<file path="src/rtl/mul_ctrl_pkg.sv">
// Shared types for the multiplier-sharing controller: operation codes, FSM states,
// the request bundle and the operand-extension rules for the DATA_WIDTH+1 signed multiplier.
package mul_ctrl_pkg;

  // Request bundle operands are sized for the widest supported DATA_WIDTH.
  localparam int unsigned MAX_DATA_WIDTH = 64;

  typedef enum logic [1:0] {
    MUL    = 2'b00,
    MULH   = 2'b01,
    MULHSU = 2'b10,
    MULHU  = 2'b11
  } mul_op_t;

  typedef enum logic [1:0] {
    IDLE,
    ISSUE,
    WAIT,
    RESPOND
  } ctrl_state_t;

  typedef struct packed {
    mul_op_t                   op;
    logic [MAX_DATA_WIDTH-1:0] a;
    logic [MAX_DATA_WIDTH-1:0] b;
  } mul_req_t;

  function automatic logic ext_bit_a(input mul_op_t op, input logic sign);
    return (op == MULHU) ? 1'b0 : sign;
  endfunction

  function automatic logic ext_bit_b(input mul_op_t op, input logic sign);
    return (op == MUL || op == MULH) ? sign : 1'b0;
  endfunction

endpackage

</file>
<file path="src/rtl/mul_share_controller.sv">
// Two-port front end that time-shares one external signed (DATA_WIDTH+1)-bit multiplier.
// Optional MUL_ZERO_SKIP_EN answers zero-operand requests directly without the multiplier.
module mul_share_controller
  import mul_ctrl_pkg::*;
#(
  parameter int unsigned DATA_WIDTH = 32
) (
  input  logic                            clk_i,
  input  logic                            rst_i,
  input  logic [1:0]                      req_valid_i,
  input  logic [1:0][1:0]                 req_op_i,
  input  logic [1:0][DATA_WIDTH-1:0]      req_operand_A_i,
  input  logic [1:0][DATA_WIDTH-1:0]      req_operand_B_i,
  output logic [1:0]                      req_ready_o,
  output logic                            resp_valid_o,
  output logic                            resp_port_o,
  output logic [DATA_WIDTH-1:0]           resp_data_o,
  input  logic                            resp_ready_i,
  output logic [DATA_WIDTH:0]             mul_operand_A_o,
  output logic [DATA_WIDTH:0]             mul_operand_B_o,
  output logic                            mul_valid_entry_o,
  input  logic [2*(DATA_WIDTH+1)-1:0]     mul_result_i,
  input  logic                            mul_data_valid_i,
  input  logic                            mul_idle_i
);

  ctrl_state_t             state_reg;
  logic                    rr_ptr_reg;
  logic                    port_reg;
  mul_op_t                 op_reg;
  logic [DATA_WIDTH:0]     mul_a_reg;
  logic [DATA_WIDTH:0]     mul_b_reg;
  logic [DATA_WIDTH-1:0]   result_reg;

  logic                    grant_any;
  logic                    grant_port;
  mul_req_t                grant_req;
  logic [DATA_WIDTH-1:0]   op_a;
  logic [DATA_WIDTH-1:0]   op_b;
  logic                    unused_req_pad;
  logic                    unused_product_top;

  // Contention goes to the round-robin pointer; a lone requester always wins.
  always_comb begin
    grant_any    = |req_valid_i;
    grant_port   = (req_valid_i == 2'b11) ? rr_ptr_reg : ~req_valid_i[0];
    grant_req.op = mul_op_t'(req_op_i[grant_port]);
    grant_req.a  = MAX_DATA_WIDTH'(req_operand_A_i[grant_port]);
    grant_req.b  = MAX_DATA_WIDTH'(req_operand_B_i[grant_port]);
    op_a         = DATA_WIDTH'(grant_req.a);
    op_b         = DATA_WIDTH'(grant_req.b);
  end

  // Padding bits of the bundle and the top product bits carry no information.
  assign unused_req_pad     = ^{grant_req.a, grant_req.b};
  assign unused_product_top = ^mul_result_i;

`ifdef MUL_ZERO_SKIP_EN
  logic zero_skip;
  assign zero_skip = (op_a == '0) || (op_b == '0);
`endif

  always_ff @(posedge clk_i) begin
    if (rst_i) begin
      state_reg  <= IDLE;
      rr_ptr_reg <= 1'b0;
      port_reg   <= 1'b0;
      op_reg     <= MUL;
      mul_a_reg  <= '0;
      mul_b_reg  <= '0;
      result_reg <= '0;
    end else begin
      case (state_reg)
        IDLE: begin
          if (grant_any) begin
            port_reg  <= grant_port;
            op_reg    <= grant_req.op;
            mul_a_reg <= {ext_bit_a(grant_req.op, op_a[DATA_WIDTH-1]), op_a};
            mul_b_reg <= {ext_bit_b(grant_req.op, op_b[DATA_WIDTH-1]), op_b};
`ifdef MUL_ZERO_SKIP_EN
            if (zero_skip) begin
              result_reg <= '0;
              state_reg  <= RESPOND;
            end else begin
              state_reg  <= ISSUE;
            end
`else
            state_reg <= ISSUE;
`endif
          end
        end
        ISSUE: begin
          if (mul_idle_i) state_reg <= WAIT;
        end
        WAIT: begin
          if (mul_data_valid_i) begin
            result_reg <= (op_reg == MUL) ? mul_result_i[DATA_WIDTH-1:0]
                                          : mul_result_i[2*DATA_WIDTH-1:DATA_WIDTH];
            state_reg  <= RESPOND;
          end
        end
        RESPOND: begin
          if (resp_ready_i) begin
            rr_ptr_reg <= ~port_reg;
            state_reg  <= IDLE;
          end
        end
        default: state_reg <= IDLE;
      endcase
    end
  end

  assign req_ready_o       = (!rst_i && state_reg == IDLE && grant_any)
                             ? (grant_port ? 2'b10 : 2'b01) : 2'b00;
  assign mul_valid_entry_o = !rst_i && state_reg == ISSUE && mul_idle_i;
  assign resp_valid_o      = !rst_i && state_reg == RESPOND;
  assign resp_port_o       = port_reg;
  assign resp_data_o       = result_reg;
  assign mul_operand_A_o   = mul_a_reg;
  assign mul_operand_B_o   = mul_b_reg;

endmodule

</file>
<file path="config.mk">
export PLATFORM = sky130hd
export DESIGN_NAME = mul_share_controller
export DESIGN_NICKNAME = d
export VERILOG_FILES = /design/src/rtl/mul_ctrl_pkg.sv /design/src/rtl/mul_share_controller.sv
export SDC_FILE = /design/constraint.sdc
export NUM_CORES = 1
export LEC_CHECK = 0
export ABC_AREA = 1
export CAP_MARGIN = 20
export CORE_ASPECT_RATIO = 0.6
export CORE_MARGIN = 5
export CORE_UTILIZATION = 35
export DETAILED_ROUTE_END_ITERATION = 10
export GPL_TIMING_DRIVEN = 0
export PLACE_DENSITY_LB_ADDON = 0.1
export SLEW_MARGIN = 20
export SYNTH_ARGS = -nofsm -noshare
export SYNTH_HDL_FRONTEND = slang
export SYNTH_SLANG_ARGS = --single-unit
</file>
<file path="constraint.sdc">
create_clock -name clk_i -period 1.9 [get_ports clk_i]
set_input_delay 0.285 -clock clk_i [delete_from_list [all_inputs] [get_ports clk_i]]
set_output_delay 0.285 -clock clk_i [all_outputs]
set_load 0.005 [all_outputs]
</file>
* Yosys cells after proc, flatten, opt, wreduce, memory -nomap -nowiden
Cells that the tools add are included.
Storage, ports and cells: register bits after elaboration 104, bits in latches 0, memory bits (writable) 0, bits in read-only memories 0, input bits 205, output and inout bits 103, logic and storage cells 52, memories kept 0
Operators by class: $add $sub $neg 0, $mul 0, div/mod/pow operators 0, order comparisons 1, equality and inequality tests 10, shift operators 0, muxes and demuxes 17, bitwise operators 2, reduce and logical (&&, ||, !) cells 15
Operators with widths (count):
- 32-bit two-way mux | 5
- 2-bit two-way mux | 8
- 2-bit equality test (second input constant) | 4
- 2-bit != test (second input constant) | 4
- 2-bit case mux with 4 select lines | 1
- 2-bit logical NOT | 3
- 2-bit AND reduction | 3
- 1-bit logical AND | 5
- 2-bit by 1-bit equality test with 1-bit output (second input constant) | 2
- 4-bit AND reduction | 1
- 1-bit two-way mux | 3
- 1-bit by 2-bit less-than comparator with 1-bit output (second input constant) | 1
- 1-bit inverter | 2
- 2-bit OR reduction | 1
- 1-bit logical NOT | 1
- 1-bit logical OR | 1

* Logic depth before layout (Yosys ltp)
Gate-level depths: netlist of run 1.
depth after elaboration 7, mapped depth 10, gate-level depth less buffers 9

* Worst setup path before layout of run 1
No wires, ideal clock.
path type register -> register, start point register state_reg[0], end point register mul_b_reg[15] (netlist: mul_operand_B_o[15]), setup time 0.119 ns, arrival time 1.318 ns, data required time 1.781 ns, path slack 0.463 ns, cell stages (with the launch flop) 10, path buffers 2, clock period less this slack 1.437 ns, path through dfxtp_1 -> inv_1 -> ha_1 -> inv_1 -> o21ai_1 -> inv_2 -> buf_4 -> buf_4 -> nand2_1 -> nand3_1
On the way: longest elaborated chain between the ends 2
RTL lines:
- start: declaration | line mul_share_controller.sv:27 | ctrl_state_t state_reg;
- start signal: assignment | line mul_share_controller.sv:65 | state_reg <= IDLE;
- start signal: assignment | line mul_share_controller.sv:88 | state_reg <= ISSUE;
- start signal: assignment | line mul_share_controller.sv:93 | if (mul_idle_i) state_reg <= WAIT;
- 2-bit logical NOT | line mul_share_controller.sv:73 | case (state_reg)
- 2-bit AND reduction (no line)
- end signal: assignment | line mul_share_controller.sv:79 | mul_b_reg <= {ext_bit_b(grant_req.op, op_b[DATA_WIDTH-1]), op_b};
- end: declaration | line mul_share_controller.sv:32 | logic [DATA_WIDTH:0] mul_b_reg;
No other way between the ends. A chain may end at the register's enable or synchronous reset.

* Final worst setup path of run 1
start point register state_reg[1], end point output req_ready_o[1]
On the way: longest elaborated chain between the ends 4
RTL lines:
- 2-bit logical NOT | line mul_share_controller.sv:113 | assign req_ready_o = (!rst_i && state_reg == IDLE && grant_any)
- 1-bit logical AND (2 in series) | line mul_share_controller.sv:113
- 2-bit two-way mux | line mul_share_controller.sv:114 | ? (grant_port ? 2'b10 : 2'b01) : 2'b00;
- end: declaration | line mul_share_controller.sv:14 | output logic [1:0] req_ready_o,
No other way between the ends.

==> flow_summary.toml, run 1 <==
[floorplanning]
pin_count = 308
dieArea_um2 = 15240
die_y_um = 97.66
initial_core_util_pct = 35.31
rows = 32
core_region_area_um2 = 12690
fp.dieW_um = 156.1

[logic_synthesis]
seq_area_frac_synth_pct = 46.45
yosysUniqueCellTypes = 21
async_reset_ff_share_pct = 0
synth_nets = 846
ys_ff_latch = 104
synth-edff-count = 0
synth_warnings = 0
syn_area_um2 = 4482
syn_inst = 636
synth_area_per_cell_um2 = 7.047
synth_ff_type = "dfxtp_1"

[pwr]
clockPowerShare_pct = 24.1
ir_worst_vdd_uv = 508.8
pwr-share-comb_pct = 39.7
netSwitchingPower_mw = 2.614
powerDensity_nw_per_um2 = 1032
total_power_mw = 8.420
seqPwrFrac_pct = 36.2
netSwitchingFraction_pct = 31.04
p_int_mw = 5.806
leakage_nw = 3.558

[drt]
drc = 0
drt_first_pass_iters = 4
ant_nets = 0
initialDrtViolationCount = 294
dr_total_vias = 5173
post_drt_wl_per_cell_um = 15.16
totalWireLength_mm = 17.20
post_drt_via_cell_ratio = 4.562

[clocking]
clockBufferDepth = 2
numCtsBuffers = 9
cts_root_buf = "clkbuf_16"
hold_buffers = 0
clk_latency_ns = 0.34
cts.clk_slew.worst_paths_ns = 0.07
tritoncts = "built"
h-tree-depth = 3
cts.sinks = 104

[critical_path]
cpMostUsedCell = "nand2_2"
cp.arrival_ns = 1.49
slowest_stage = "dfxtp_2"
worst-path-buf-inv = 3
cp-end-kind = "output pin"
worstSetupStartpointType = "flop"
cp_top_family = "buffers and inverters"
crit_type = "flop to output pin"
crit_chain = "inv_2, ha_4, nand2_2, nor2_4, nand2_2, inv_6, dlygate4sd2_1"
timing.rr.start = "state_reg[0]"
slowest_delay_ns = 0.32
critPathLaunch = "state_reg[1]"
worstPathRequired_ns = 1.62
path_max_fanout = 4

[sta]
max_slew_margin_pct = 65.47
setup_violations = 0
finalHoldViolations = 0
rsz0062_at_grt = "false"
period_minus_slack_ns = 1.775
worst_pin_slew_ns = 0.5179
fin_crit_sh_pct = 93.41
tns_ns = 0
max_freq_ghz = 0.5634
fin_ws_ns = 0.1252
finalMaxSlewViolations = 0
finClkSkew_ns = 0.005493

[global_routing]
grt_pass1_vias = 5054
grt.overflow.total = 0
grt_pass1_wl_mm = 26.40
antenna_found_initial = 0
grt_max_degree = 17
grt_usage_pct = 21.70

[hold_path]
min_from = "mul_operand_B_o[32]"
hp-class = "flop to flop"

[placement]
place_hpwl_mm = 13.64
port_buffers = 305
gp_congestion = 0.8404
dp_slack_ns = -0.5075

[finish]
nNetsFinal = 1169
antenna_cells = 0
areaGrowthSynthToFinish_pct = 82.05
layout-drive-gt1-share_pct = 6.950

[flow_run]
max_cap_violations = 0

[run_status]
status = "finished clean"
placed cells by master, fill, tap and decap left out:
| master | instances |
|---|---|
| dfxtp_1 | 102 |
| inv_6 | 1 |
| nor2_1 | 24 |
| clkinv_4 | 2 |
| o211ai_1 | 32 |
| bufinv_16 | 2 |
| dlygate4sd2_1 | 4 |
| nand2_2 | 4 |
| buf_6 | 3 |
| nor2_4 | 1 |
| clkbuf_16 | 9 |
| buf_1 | 3 |
| inv_2 | 4 |
| o21ai_1 | 9 |
| clkbuf_2 | 3 |
| nand2_1 | 251 |
| nor2_2 | 1 |
| clkbuf_1 | 7 |
| ha_4 | 1 |
| dfxtp_2 | 2 |
| nand3_1 | 89 |
| buf_4 | 15 |
| inv_1 | 44 |
| nor3_1 | 1 |
| clkbuf_8 | 1 |
| buf_2 | 15 |
| a21oi_1 | 2 |
| clkdlybuf4s50_1 | 301 |
| inv_4 | 3 |
| ha_1 | 4 |
| o21ai_0 | 24 |
through the flow:
stage               utilization, %  cells  hold slack (ns)  cell area [um2]
finish                       64.28   1134           0.4543             8159
global placement             61.04   1111           0.4397             7747
CTS                          64.26   1134           0.4555             8157
detailed placement           61.04   1111           0.4401             7747
global route                 64.28   1134           0.4741             8159
floorplan                        -    636           0.3541             4482
cell usage after synthesis (6+ instances only):
library cell	n	area [um2]
buf_2	17	85.08
inv_1	46	172.7
inv_2	6	22.52
nand2_1	253	949.7
o21ai_1	9	45.04
buf_4	6	45.04
o21ai_0	24	120.1
o211ai_1	32	240.2
dfxtp_1	104	2082
nor2_1	24	90.09
nand3_1	89	445.4
worst register-to-register path: cells and delay by family (launching register included):
family	cells	cell delay [ns]
and+or+nand+nor	2	0.22
adders and majority gates	1	0.18
DFF	1	0.33
buffers and inverters	5	0.77
AOI/OAI and AO/OA	1	0.11
layout make-up:
type	count	area, um2
Fill cell	1146	4533
Timing Repair Buffer	314	3115
Sequential cell	104	2085
Multi-Input combinational cell	443	2016
Clock buffer	12	246.5
Tap cell	170	212.7
Inverter	52	207.7
Buffer	35	198.9
Clock inverter	4	77.57
timing repair:
action | in CTS | in global routing
buffers inserted | 9 | 0
gates resized for setup | 17 | 2
pin swaps | 1 | 0
endpoints found under the setup margin | 4 | 7
path summary, 6_finish.rpt:
path	endpoint	slack, ns	cells after the start
worst max-delay path	req_ready_o[1]	0.13	7
worst min-delay path	mul_operand_B_o[32]	0.45	2
worst max register to register	resp_data_o[11]	0.19	9
worst min register to register	mul_operand_B_o[32]	0.45	2
routing by layer:
metal	GRT usage, %	part of all wire, %	routed length (um)
met1	26.94	43	7322
met2	35.23	46	7869
met3	8.367	9.8	1687
met4	5.867	1.8	318
met5	0	0	0
power by group through the flow:
stage                     logic, mW  clock network (mW)  registers (mW)
after floorplan                1.26                   0            3.12
after global placement         3.24                   0            3.08
after detailed placement       3.26                   0            3.09
after CTS                      3.39                2.08            3.05
after global routing           3.69                2.15            3.12
final                          3.34                2.03            3.05
cell families after synthesis:
family                   synth area share (%)
AND/OR/NAND/NOR                         33.92
buffers and inverters                   8.961
AO/OA/AOI/OAI                           9.269
adder cells (fa/ha/maj)                 1.396
flip-flops                              46.45
No activity file was read; power rests on OpenSTA's default activity.
==> run 2, diff against run 1 <==
--- a/config.mk
+++ b/config.mk
@@ -10,6 +10,7 @@
 export CORE_ASPECT_RATIO = 0.6
 export CORE_MARGIN = 5
 export CORE_UTILIZATION = 35
+export CTS_CLUSTER_SIZE = 10
 export DETAILED_ROUTE_END_ITERATION = 10
 export GPL_TIMING_DRIVEN = 0
 export PLACE_DENSITY_LB_ADDON = 0.1
@@ -17,3 +18,4 @@
 export SYNTH_ARGS = -nofsm -noshare
 export SYNTH_HDL_FRONTEND = slang
 export SYNTH_SLANG_ARGS = --single-unit
+export TNS_END_PERCENT = 20
==> results of run 2 <==
Same layout as run 1: the final DEF is identical, and so are final timing and power.
==> run 3, diff against run 2 <==
--- a/config.mk
+++ b/config.mk
@@ -14,6 +14,7 @@
 export DETAILED_ROUTE_END_ITERATION = 10
 export GPL_TIMING_DRIVEN = 0
 export PLACE_DENSITY_LB_ADDON = 0.1
+export RECOVER_POWER = 100
 export SLEW_MARGIN = 20
 export SYNTH_ARGS = -nofsm -noshare
 export SYNTH_HDL_FRONTEND = slang
==> constraint.sdc (replaced) <==
create_clock -name clk_i -period 2.22 [get_ports clk_i]
set_input_delay 0.333 -clock clk_i [delete_from_list [all_inputs] [get_ports clk_i]]
set_output_delay 0.333 -clock clk_i [all_outputs]
set_load 0.005 [all_outputs]
==> flow_summary.toml, run 3 (same netlist as run 1, synthesis figures left out) <==
[global_routing]
grt.overflow.total = 0
grt_max_degree = 17
grt_pass1_vias = 5027
antenna_found_initial = 0
grt_pass1_wl_mm = 26.33
grt_usage_pct = 21.63

[finish]
nFillCells = 1150
final_util_pct = 64.07
layout-drive-gt1-share_pct = 6.035
layout_commonest_cell = "clkdlybuf4s50_1"
final_cell_mix = "clkdlybuf4s50_1 (305), nand2_1 (253), dfxtp_1 (104), nand3_1 (89), inv_1 (44)"
antenna_cells = 0
nNetsFinal = 1166
fin_cells = 1131
areaGrowthSynthToFinish_pct = 81.43

[floorplanning]
pin_count = 308
rows = 32
fp.dieW_um = 156.1
core_region_area_um2 = 12690
die_y_um = 97.66
initial_core_util_pct = 35.31
dieArea_um2 = 15240

[critical_path]
crit_type = "input port to output pin"
reg2regPathDepth = 9
cp-end-kind = "output pin"
timing.rr.start = "state_reg[0]"
worstPathRequired_ns = 1.89
reg2reg_slack_ns = 0.38
path_max_fanout = 10
r2r-end = "resp_data_o[24]"
worstSetupStartpointType = "input port"
cp.arrival_ns = 1.81

[drt]
dr_total_vias = 5162
post_drt_via_cell_ratio = 4.564
drt_first_pass_iters = 4
initialDrtViolationCount = 272
ant_nets = 0
post_drt_wl_per_cell_um = 15.15
totalWireLength_mm = 17.13
drc = 0

[sta]
finClkSkew_ns = 0.006537
fin_crit_sh_pct = 96.51
finalMaxSlewViolations = 0
hold_ws_ns = 0.4534
period_minus_slack_ns = 2.143
max_slew_margin_pct = 65.10
worst_pin_slew_ns = 0.5235
max_freq_ghz = 0.4667
setup_violations = 0
finalHoldViolations = 0

[hold_path]
min_to = "mul_operand_B_o[32]"
min_from = "mul_operand_B_o[32]"
min_path_cells = 2
hp-class = "flop to flop"

[clocking]
cts.clk_slew.worst_paths_ns = 0.07
numCtsBuffers = 9
clk_latency_ns = 0.34
clockBufferDepth = 2
tritoncts = "built"
cts_root_buf = "clkbuf_16"
h-tree-depth = 3
cts.sinks = 104

[flow_run]
max_cap_violations = 0

[placement]
dp_cells = 1111
place_hpwl_mm = 13.64
port_buffers = 305
gp_congestion = 0.8404

[pwr]
leakage_nw = 3.518
ir_worst_vdd_uv = 435.4
total_power_mw = 7.169
powerDensity_nw_per_um2 = 881.6

[run_status]
status = "finished clean"
[run 3: cell count changes in the layout (fill, tap and decap cells not counted), sizes merged]
cell,before,now
buf,36,35
clkbuf,20,18
clkdlybuf4s50,301,305
dlygate4sd2,4,0
[run 3: critical path, stage by stage]
cell and delay (ns):
clkdlybuf4s50_1 0.52, nand2_1 0.15, inv_4 0.14, nand2_1 0.10, inv_4 0.07, clkdlybuf4s50_1 0.49
[run 3: how the worst max path moves through the flow]
stage	start	endpoint	slack [ns]	cells after the start
after CTS	state_reg[0]	req_ready_o[0]	0.04	7
after global routing	req_valid_i[0]	req_ready_o[0]	-0.0004	6
after floorplan	state_reg[0]	req_ready_o[0]	0.78	7
after global placement	rst_i	req_ready_o[0]	-0.27	8
after detailed placement	rst_i	req_ready_o[0]	-0.28	8
final	req_valid_i[0]	req_ready_o[0]	0.08	6
[run 3: timing repair]
item                       in CTS  in global routing
setup endpoints to repair       2                  2
pin swaps                       0                  1
buffers inserted                3                  3
gates resized for setup         8                  1
hold buffers                    0                  0
hold endpoints to repair        0                  0
[run 3: area by class of cell]
| class | instances | area (um2) | share of cell area, % |
|---|---|---|---|
| sequential | 104 | 2082 | 25.60 |
| timing repair buffer | 311 | 3098 | 38.10 |
| clock inverter | 4 | 77.57 | 0.9540 |
| clock buffer | 12 | 246.5 | 3.031 |
| buffer | 35 | 196.4 | 2.416 |
| tap | 170 | 212.7 | 2.616 |
| multi-input combinational | 443 | 2011 | 24.73 |
| inverter | 52 | 207.7 | 2.554 |
[run 3: per-stage QoR]
stage	setup WS (ns)	area, um2	setup TNS, ns
detailed placement	-0.2835	7747	-0.5436
global placement	-0.2719	7747	-0.5287
global route	-0.0004285	8132	-0.0004285
finish	0.07750	8132	0
CTS	0.03755	8107	0
floorplan	0.7793	4482	0
[run 3: routing by layer]
| metal | GRT usage (%) | vias to the layer above | share of wire, % |
|---|---|---|---|
| li1 | - | 2664 | - |
| met1 | 26.94 | 2280 | 42 |
| met2 | 34.97 | 194 | 46 |
| met3 | 8.367 | 24 | 10 |
| met4 | 5.867 | 0 | 1.9 |
| met5 | 0 | - | 0 |
[run 3: report_power, final]
part	switching, mW	internal, mW
clock	0.707	1.03
sequential	0.260	2.35
combinational	1.26	1.57
